[src/rtl/sdram_app_burst_master.sv]
// -----------------------------------------------------------------------------
// sdram_app_burst_master
//
// Front-end that turns single burst commands (address, length, read/write)
// plus a separate write-data stream into requests on the SDRAM controller
// application port.
//
// Write words are buffered in a first-word-fall-through FIFO. A write burst
// is only requested once the FIFO holds at least the full burst, so the
// controller never waits for data in the middle of a burst. Read words from
// the controller are re-registered and forwarded as a stream without
// backpressure.
//
// Ports
//   sdram_clk        sole clock, rising edge
//   reset            synchronous, active-high; aborts any burst, empties FIFO
//   cmd_valid/ready  command handshake (IDLE only)
//   cmd_addr/len     burst start address / length in words (1..2^LEN_W-1)
//   cmd_wr_n         1 = read, 0 = write
//   wdat_valid/ready write-data handshake (ready = FIFO not full)
//   wdat_data/be_n   write word and active-low byte enables
//   rdat_valid       read word valid, one cycle after app_rd_valid
//   rdat_data/last   read word, last word of the burst
//   app_req*         request to controller, held until app_req_ack
//   app_wr_data/en_n FIFO head word / byte enables while in WDATA
//   app_wr_next_req  controller consumes one write word this cycle
//   app_rd_*         read data from controller
//   app_last_rd/wr   controller flags the final word of a burst
//   busy             FSM not in IDLE
//   err_pulse        one-cycle flag: illegal command or FIFO underrun
//
// Handshake semantics: a transfer on cmd_* or wdat_* happens on every rising
// edge where valid and ready are both 1. Ready never depends on valid; valid
// may be raised or dropped at any time without consequence when ready is 0.
// rdat_* has no ready: the consumer must take every word flagged by
// rdat_valid.
// -----------------------------------------------------------------------------
module sdram_app_burst_master #(
  parameter int APP_AW   = 26,
  parameter int APP_DW   = 32,
  parameter int APP_BW   = 4,
  parameter int LEN_W    = 9,
  parameter int WF_DEPTH = 16
) (
  input  logic              sdram_clk,
  input  logic              reset,

  // command port
  input  logic              cmd_valid,
  output logic              cmd_ready,
  input  logic [APP_AW-1:0] cmd_addr,
  input  logic [LEN_W-1:0]  cmd_len,
  input  logic              cmd_wr_n,

  // write-data stream
  input  logic              wdat_valid,
  output logic              wdat_ready,
  input  logic [APP_DW-1:0] wdat_data,
  input  logic [APP_BW-1:0] wdat_be_n,

  // read-data stream
  output logic              rdat_valid,
  output logic [APP_DW-1:0] rdat_data,
  output logic              rdat_last,

  // controller application port
  output logic              app_req,
  output logic [APP_AW-1:0] app_req_addr,
  output logic [LEN_W-1:0]  app_req_len,
  output logic              app_req_wr_n,
  output logic              app_req_wrap,
  input  logic              app_req_ack,
  output logic [APP_DW-1:0] app_wr_data,
  output logic [APP_BW-1:0] app_wr_en_n,
  input  logic              app_wr_next_req,
  input  logic [APP_DW-1:0] app_rd_data,
  input  logic              app_rd_valid,
  input  logic              app_last_rd,
  input  logic              app_last_wr,

  // status
  output logic              busy,
  output logic              err_pulse
);

  localparam int          PTR_W      = $clog2(WF_DEPTH);
  localparam int          CNT_W      = PTR_W + 1;
  localparam logic [31:0] WF_DEPTH_U = WF_DEPTH;

  typedef enum logic [2:0] {
    S_IDLE    = 3'd0,
    S_PREFILL = 3'd1,
    S_REQ     = 3'd2,
    S_WDATA   = 3'd3,
    S_RDATA   = 3'd4
  } state_t;

  state_t state;
  state_t state_nxt;

  // latched command
  logic [APP_AW-1:0] addr_q;
  logic [LEN_W-1:0]  len_q;
  logic              wr_n_q;

  // burst word counter and request/error registers
  logic [LEN_W-1:0]  cnt;
  logic              req_q;
  logic              err_q;

  // read-data output registers
  logic              rdat_valid_q;
  logic [APP_DW-1:0] rdat_data_q;
  logic              rdat_last_q;

  // write-data FIFO
  logic [APP_DW-1:0] mem_data [WF_DEPTH];
  logic [APP_BW-1:0] mem_be_n [WF_DEPTH];
  logic [PTR_W-1:0]  wr_ptr;
  logic [PTR_W-1:0]  rd_ptr;
  logic [CNT_W-1:0]  fifo_count;
  logic              fifo_empty;
  logic              fifo_full;
  logic              push;
  logic              pop;
  logic              underrun;

  // decoded command / burst conditions
  logic              cmd_hs;
  logic              cmd_bad;
  logic              last_word;
  logic              prefill_done;
  logic              ack_seen;

  assign fifo_empty   = (fifo_count == '0);
  assign fifo_full    = (fifo_count == CNT_W'(WF_DEPTH));
  assign push         = wdat_valid && wdat_ready;

  assign cmd_hs       = cmd_valid && cmd_ready;
  // Zero-length bursts are meaningless; a write longer than the FIFO could
  // never be fully buffered and would deadlock in PREFILL.
  assign cmd_bad      = (cmd_len == '0) ||
                        (!cmd_wr_n && (32'(cmd_len) > WF_DEPTH_U));
  assign last_word    = (cnt == (len_q - LEN_W'(1)));
  assign prefill_done = (32'(fifo_count) >= 32'(len_q));
  // The ack only counts once the request is actually visible on app_req.
  assign ack_seen     = req_q && app_req_ack;

  // ---------------------------------------------------------------------------
  // FSM state register
  // ---------------------------------------------------------------------------
  always_ff @(posedge sdram_clk) begin
    if (reset) begin
      state <= S_IDLE;
    end else begin
      state <= state_nxt;
    end
  end

  // ---------------------------------------------------------------------------
  // FSM next-state and control decode
  // ---------------------------------------------------------------------------
  always_comb begin
    state_nxt = state;
    cmd_ready = 1'b0;
    pop       = 1'b0;
    underrun  = 1'b0;

    case (state)
      S_IDLE: begin
        cmd_ready = !reset;
        if (cmd_valid && !reset && !cmd_bad) begin
          state_nxt = cmd_wr_n ? S_REQ : S_PREFILL;
        end
      end

      S_PREFILL: begin
        if (prefill_done) begin
          state_nxt = S_REQ;
        end
      end

      S_REQ: begin
        if (ack_seen) begin
          state_nxt = wr_n_q ? S_RDATA : S_WDATA;
        end
      end

      S_WDATA: begin
        if (app_wr_next_req) begin
          pop      = !fifo_empty;
          underrun = fifo_empty;
        end
        if (app_last_wr || (app_wr_next_req && last_word)) begin
          state_nxt = S_IDLE;
        end
      end

      S_RDATA: begin
        if (app_rd_valid && (last_word || app_last_rd)) begin
          state_nxt = S_IDLE;
        end
      end

      default: begin
        state_nxt = S_IDLE;
      end
    endcase
  end

  // ---------------------------------------------------------------------------
  // Command latch, request, counter, read path, error flag
  // ---------------------------------------------------------------------------
  always_ff @(posedge sdram_clk) begin
    if (reset) begin
      addr_q       <= '0;
      len_q        <= '0;
      wr_n_q       <= 1'b0;
      cnt          <= '0;
      req_q        <= 1'b0;
      err_q        <= 1'b0;
      rdat_valid_q <= 1'b0;
      rdat_data_q  <= '0;
      rdat_last_q  <= 1'b0;
    end else begin
      if (cmd_hs) begin
        addr_q <= cmd_addr;
        len_q  <= cmd_len;
        wr_n_q <= cmd_wr_n;
      end

      err_q <= (cmd_hs && cmd_bad) || underrun;

      // Rises the cycle after REQ is entered, falls the cycle after the ack.
      req_q <= (state == S_REQ) && !ack_seen;

      if (state == S_REQ) begin
        cnt <= '0;
      end else if (((state == S_WDATA) && app_wr_next_req) ||
                   ((state == S_RDATA) && app_rd_valid)) begin
        cnt <= cnt + LEN_W'(1);
      end

      rdat_valid_q <= (state == S_RDATA) && app_rd_valid;
      rdat_last_q  <= (state == S_RDATA) && app_rd_valid &&
                      (last_word || app_last_rd);
      if ((state == S_RDATA) && app_rd_valid) begin
        rdat_data_q <= app_rd_data;
      end
    end
  end

  // ---------------------------------------------------------------------------
  // Write-data FIFO: pointers and occupancy
  // ---------------------------------------------------------------------------
  always_ff @(posedge sdram_clk) begin
    if (reset) begin
      wr_ptr     <= '0;
      rd_ptr     <= '0;
      fifo_count <= '0;
    end else begin
      if (push) begin
        wr_ptr <= wr_ptr + PTR_W'(1);
      end
      if (pop) begin
        rd_ptr <= rd_ptr + PTR_W'(1);
      end
      case ({push, pop})
        2'b10:   fifo_count <= fifo_count + CNT_W'(1);
        2'b01:   fifo_count <= fifo_count - CNT_W'(1);
        default: fifo_count <= fifo_count;
      endcase
    end
  end

  // Storage needs no reset: only entries below the occupancy are ever read.
  always_ff @(posedge sdram_clk) begin
    if (push) begin
      mem_data[wr_ptr] <= wdat_data;
      mem_be_n[wr_ptr] <= wdat_be_n;
    end
  end

  // ---------------------------------------------------------------------------
  // Outputs
  // ---------------------------------------------------------------------------
  assign wdat_ready   = !fifo_full;

  assign rdat_valid   = rdat_valid_q;
  assign rdat_data    = rdat_data_q;
  assign rdat_last    = rdat_last_q;

  assign app_req      = req_q;
  assign app_req_addr = addr_q;
  assign app_req_len  = len_q;
  assign app_req_wr_n = wr_n_q;
  assign app_req_wrap = 1'b0;

  // FIFO head is presented only during a write burst; elsewhere the bus is
  // parked with all byte lanes disabled.
  assign app_wr_data  = ((state == S_WDATA) && !fifo_empty) ? mem_data[rd_ptr] : '0;
  assign app_wr_en_n  = ((state == S_WDATA) && !fifo_empty) ? mem_be_n[rd_ptr] : '1;

  assign busy         = (state != S_IDLE);
  assign err_pulse    = err_q;

endmodule
[config.mk]
export PLATFORM = sky130hd
export DESIGN_NAME = sdram_app_burst_master
export DESIGN_NICKNAME = d
export VERILOG_FILES = /design/src/rtl/sdram_app_burst_master.sv
export SDC_FILE = /design/constraint.sdc
export NUM_CORES = 1
export LEC_CHECK = 0
export ABC_AREA = 1
export BUFFER_PORTS_ARGS = -buffer_cell sky130_fd_sc_hd__buf_2
export CAP_MARGIN = 20
export CORE_UTILIZATION = 40
export CTS_CLUSTER_DIAMETER = 30
export DETAILED_ROUTE_END_ITERATION = 7
export GPL_TIMING_DRIVEN = 1
export PLACE_DENSITY = 0.55
export SYNTH_ARGS = -nofsm -noshare
export SYNTH_HDL_FRONTEND = slang
export SYNTH_SLANG_ARGS = --single-unit
[constraint.sdc]
create_clock -name sdram_clk -period 3.15 [get_ports sdram_clk]
set_input_delay 0.315 -clock sdram_clk [delete_from_list [all_inputs] [get_ports sdram_clk]]
set_output_delay 0.315 -clock sdram_clk [all_outputs]
set_load 0.005 [all_outputs]
==> metrics.md <==
| Metric | Value |
|---|---|
| Synth-to-layout area growth | 31.1% |
| RSZ-0062 raised after global routing | yes |
| Placed Instance Area | 29300 um2 |
| Worst Hold End | mem_data[11][7] |
| Post-Route Utilization | a little over half |
| Setup-failing EPs final | 0 |
| Setup Crit Path Kind | reg2out |
| Fmax achieved | between 300 and 400 MHz |
| Synth warnings | 0 |
| Routed vias | 19168 |
| Synth area leader | edfxtp_1 |
| WP data arrival | around 2.8 ns |
| Final Hold Fails | 0 |
| Pre-CTS WS | 0.310 ns |
| Post-synthesis mux area share | roughly 1.6% |
| CP required | 2.83 ns |
| Setup Skew | 0.0255 ns |
| Hold crit path type | in2reg |
| Hold Path Stages | 1 |
| Max clock buf depth | 3 |
| CP startpoint kind | flip-flop |
| Tot GR Track Use | 21.2% |
| Core box area | 66300 um2 |
| Period utilization | 97.3% |
| First-pass GRT wire length | 110000 um |
| R2R depth | 14 |
| Largest net degree at the start of global routing | 90 |
| Max-Slew Margin vs Limit | 26.3% |
| Crit path buffers/inverters | 4 |
| Synth top cells by count | edfxtp_1 (576), nor2_1 (408), nand2_1 (294) |
| Drt total wl | 72400 um |
| Initial core utilization | approximately two fifths |
| Crit-path max cell delay | 0.41 ns |
| Nets | 2755 |
| Actual slew at the worst max-slew pin | 1.10 ns |
| Pre-antenna DRT Iters | 5 |
| Die width | 262 um |
| GR Overflow Total | 0 |
| Post-Syn Area | 27000 um2 |
| Fin. max-slew vios | 0 |
| H-tree levels | 4 |
| Fin crit period | approximately 3.1 ns |
| Cells after synthesis | 2232 |
| Crit end category | output port |
| Fin area | 35400 um2 |
| CP cell instances | buf_4 > clkinv_16 > buf_16 > nor2_1 > o221ai_1 > o21ai_0 > nand2_1 > nand2_1 > a31oi_1 > buf_2 |
| Die height | 262 um |
| Fraction of layout cells with a size suffix above 1 | 20.2% |
| Most common cell in the netlist | edfxtp_1 |
| Synth Area in Compound Gates | 10.4% |
| Synth Net Count | 2362 |
| Crit Reg-Reg Startpoint | app_req_len[0] |
| Gr busiest metal | met2 |
| Adder-cell share of the synthesized area | 0.815% |
| Clock Sinks | 677 |
| TritonCTS Buffers | 139 |
| Worst setup margin | 0.0843 ns |
| Reg2reg end | state[0] |
| Final hold slack | around 0.028 ns |
| Placer Congestion | 0.790 |
| Largest cells by area after synthesis | edfxtp_1 (64%), dfxtp_1 (7.5%), nor2_1 (5.7%), nand2_1 (4.1%), o21ai_0 (3.5%) |
| Vias/cell | 5.31 |
| Root Driver | clkbuf_16 |
| Hold_sp | wdat_data[7] |
| FP Rows | 94 |
| Iter 0 DRT Violations | 1266 |
| Max cap viols | 0 |
| CP delay by family, top | buffers and inverters |
| Main combinational cell family by area after synthesis | simple AND/OR/NAND/NOR gates |
| EDFF count, synth | 576 |
| Worst vdd ir | 0.573 mV |
| Register area share after synthesis | 71.5% |
| Maximum fanout along the worst path | 45 |
| Clk slew on worst S/H paths | around 0.050 ns |
| Reg2reg setup slack | 0.27 ns |
| Status | finished clean |
| Fillers | 5597 |
| Synth top area share | between 60% and 70% |
| Leakage | 12.9 nW |
| Post-synthesis simple-gate area fraction | 12.4% |
| Syn_area_per_cell | 12.1 um2 |
| IO Count | 225 |
| HPWL Detailed | roughly 39000 um |
| Routing usage on met2 | 34.7% |
| Cell mode on critical path | nand2_1 |
| Remaining DRCs | 0 |
| Slowest-stage cell, CP | dfxtp_4 |
| Initial antenna violation count | 2 |
| Remaining antenna violation count | 0 |
| Vias in the first global route | about 19000 |
| GR Layer Usage met1 | 27.5% |
| Yosys cell types | 42 |
| P per Cell Area | about 740 nW/um2 |
| Synth Flop Type | edfxtp_1 |
| Pwr Total | 0.0264 W |
| Die Area | 68600 um2 |
| Met3 Use GR | under 10% |
| Routed len/inst | 20.1 um |
| Flops & latches, synth | 677 |
| Worst skew pair latency | between 0.7 and 0.8 ns |
| CTS tree | built |
| PortBufs | 223 |
| Xor and xnor fraction of the mapped netlist area | 0.227% |
| Asr flop ratio synth | 0% |
## layout make-up
cell class / instances / area (um2) / area share, %
Multi-Input combinational cell: 1352 / 7020 / 19.8
Sequential cell: 677 / 19300 / 54.6
Timing Repair inverter: 1 / 8.76 / 0.0247
Timing Repair Buffer: 394 / 2980 / 8.41
Tap cell: 864 / 1080 / 3.05
Clock inverter: 92 / 1080 / 3.04
Inverter: 60 / 251 / 0.710
Antenna cell: 3 / 7.51 / 0.0212
Clock buffer: 165 / 3670 / 10.4
## what timing repair did
action | 4_1_cts | 5_1_grt
hold endpoints to repair | 594 | 0
endpoints found under the setup margin | 33 | 15
hold buffers | 108 | 0
cloned | 2 | 1
resized for setup | 8 | 8
setup buffers | 2 | 3
## how the worst max path moves through the flow
stage                       endpoint  slack, ns  depth (start not counted)
floorplan            mem_be_n[11][0]       0.32                          6
global placement       fifo_count[4]       0.35                         16
detailed placement  mem_data[12][14]       0.31                          7
CTS                   app_wr_data[4]       0.03                          8
global route         app_wr_data[21]      -0.03                         10
finish               app_wr_data[23]       0.08                         10
## cells by family after synthesis
group	count (synthesis)
multiplexers	42
other	1
XOR/XNOR	7
adder cells (fa/ha/maj)	17
buffers and inverters	203
flip-flops	677
AO/OA/AOI/OAI	453
AND/OR/NAND/NOR	832
## metrics by stage
stage          cells  TNS (ns)
3_3_place_gp    3230         0
6_report        3608         0
5_1_grt         3606   -0.0794
4_1_cts         3599         0
3_5_place_dp    3230         0
2_1_floorplan   2232         0
## per-layer routing
layer  wire length [um]  up-vias
li1                   -     9004
met1              31000     9404
met2              35100      652
met3               4820      108
met4               1370        0
met5                  0        -
## state kept, by name, indices dropped and copies added, names as in the netlist, named ones only
signal,cells
app_req,1
cnt,9
rdat_last,1
rdat_data,32
app_req_addr,26
mem_data,512
mem_be_n,64
app_req_wr_n,1
state,3
rd_ptr,4
rdat_valid,1
err_pulse,1
fifo_count,5
app_req_len,9
wr_ptr,4
## power by group
group          internal, W  switching [W]  total (W)
registers          0.00997       0.000140     0.0101
clock network      0.00982        0.00477     0.0146
logic             0.000640        0.00103    0.00167
total               0.0204        0.00594     0.0264
## cell usage in the layout (no fill, tap or decap), types with 5 or more instances in the layout
| cell type | instances |
|---|---|
| edfxtp_1 | 576 |
| nor2_1 | 392 |
| nand2_1 | 294 |
| buf_2 | 223 |
| o21ai_0 | 191 |
| clkbuf_16 | 143 |
| dlygate4sd3_1 | 108 |
| dfxtp_1 | 97 |
| o32ai_1 | 87 |
| nand3_1 | 87 |
| a21oi_1 | 63 |
| inv_1 | 52 |
| mux2i_1 | 42 |
| buf_4 | 40 |
| a31oi_1 | 29 |
| o22ai_1 | 29 |
| o221ai_1 | 28 |
| clkinv_2 | 26 |
| nor3_1 | 21 |
| clkbuf_1 | 20 |
| nor2_4 | 18 |
| bufinv_16 | 18 |
| ha_1 | 16 |
| clkinv_1 | 13 |
| o21ai_1 | 11 |
| clkinvlp_4 | 11 |
| inv_6 | 10 |
| buf_12 | 10 |
| clkinv_4 | 9 |
| inv_2 | 6 |
| o211ai_1 | 6 |
| buf_16 | 6 |
| clkinv_8 | 5 |
Note: power is estimated with default switching activity, not from simulation.
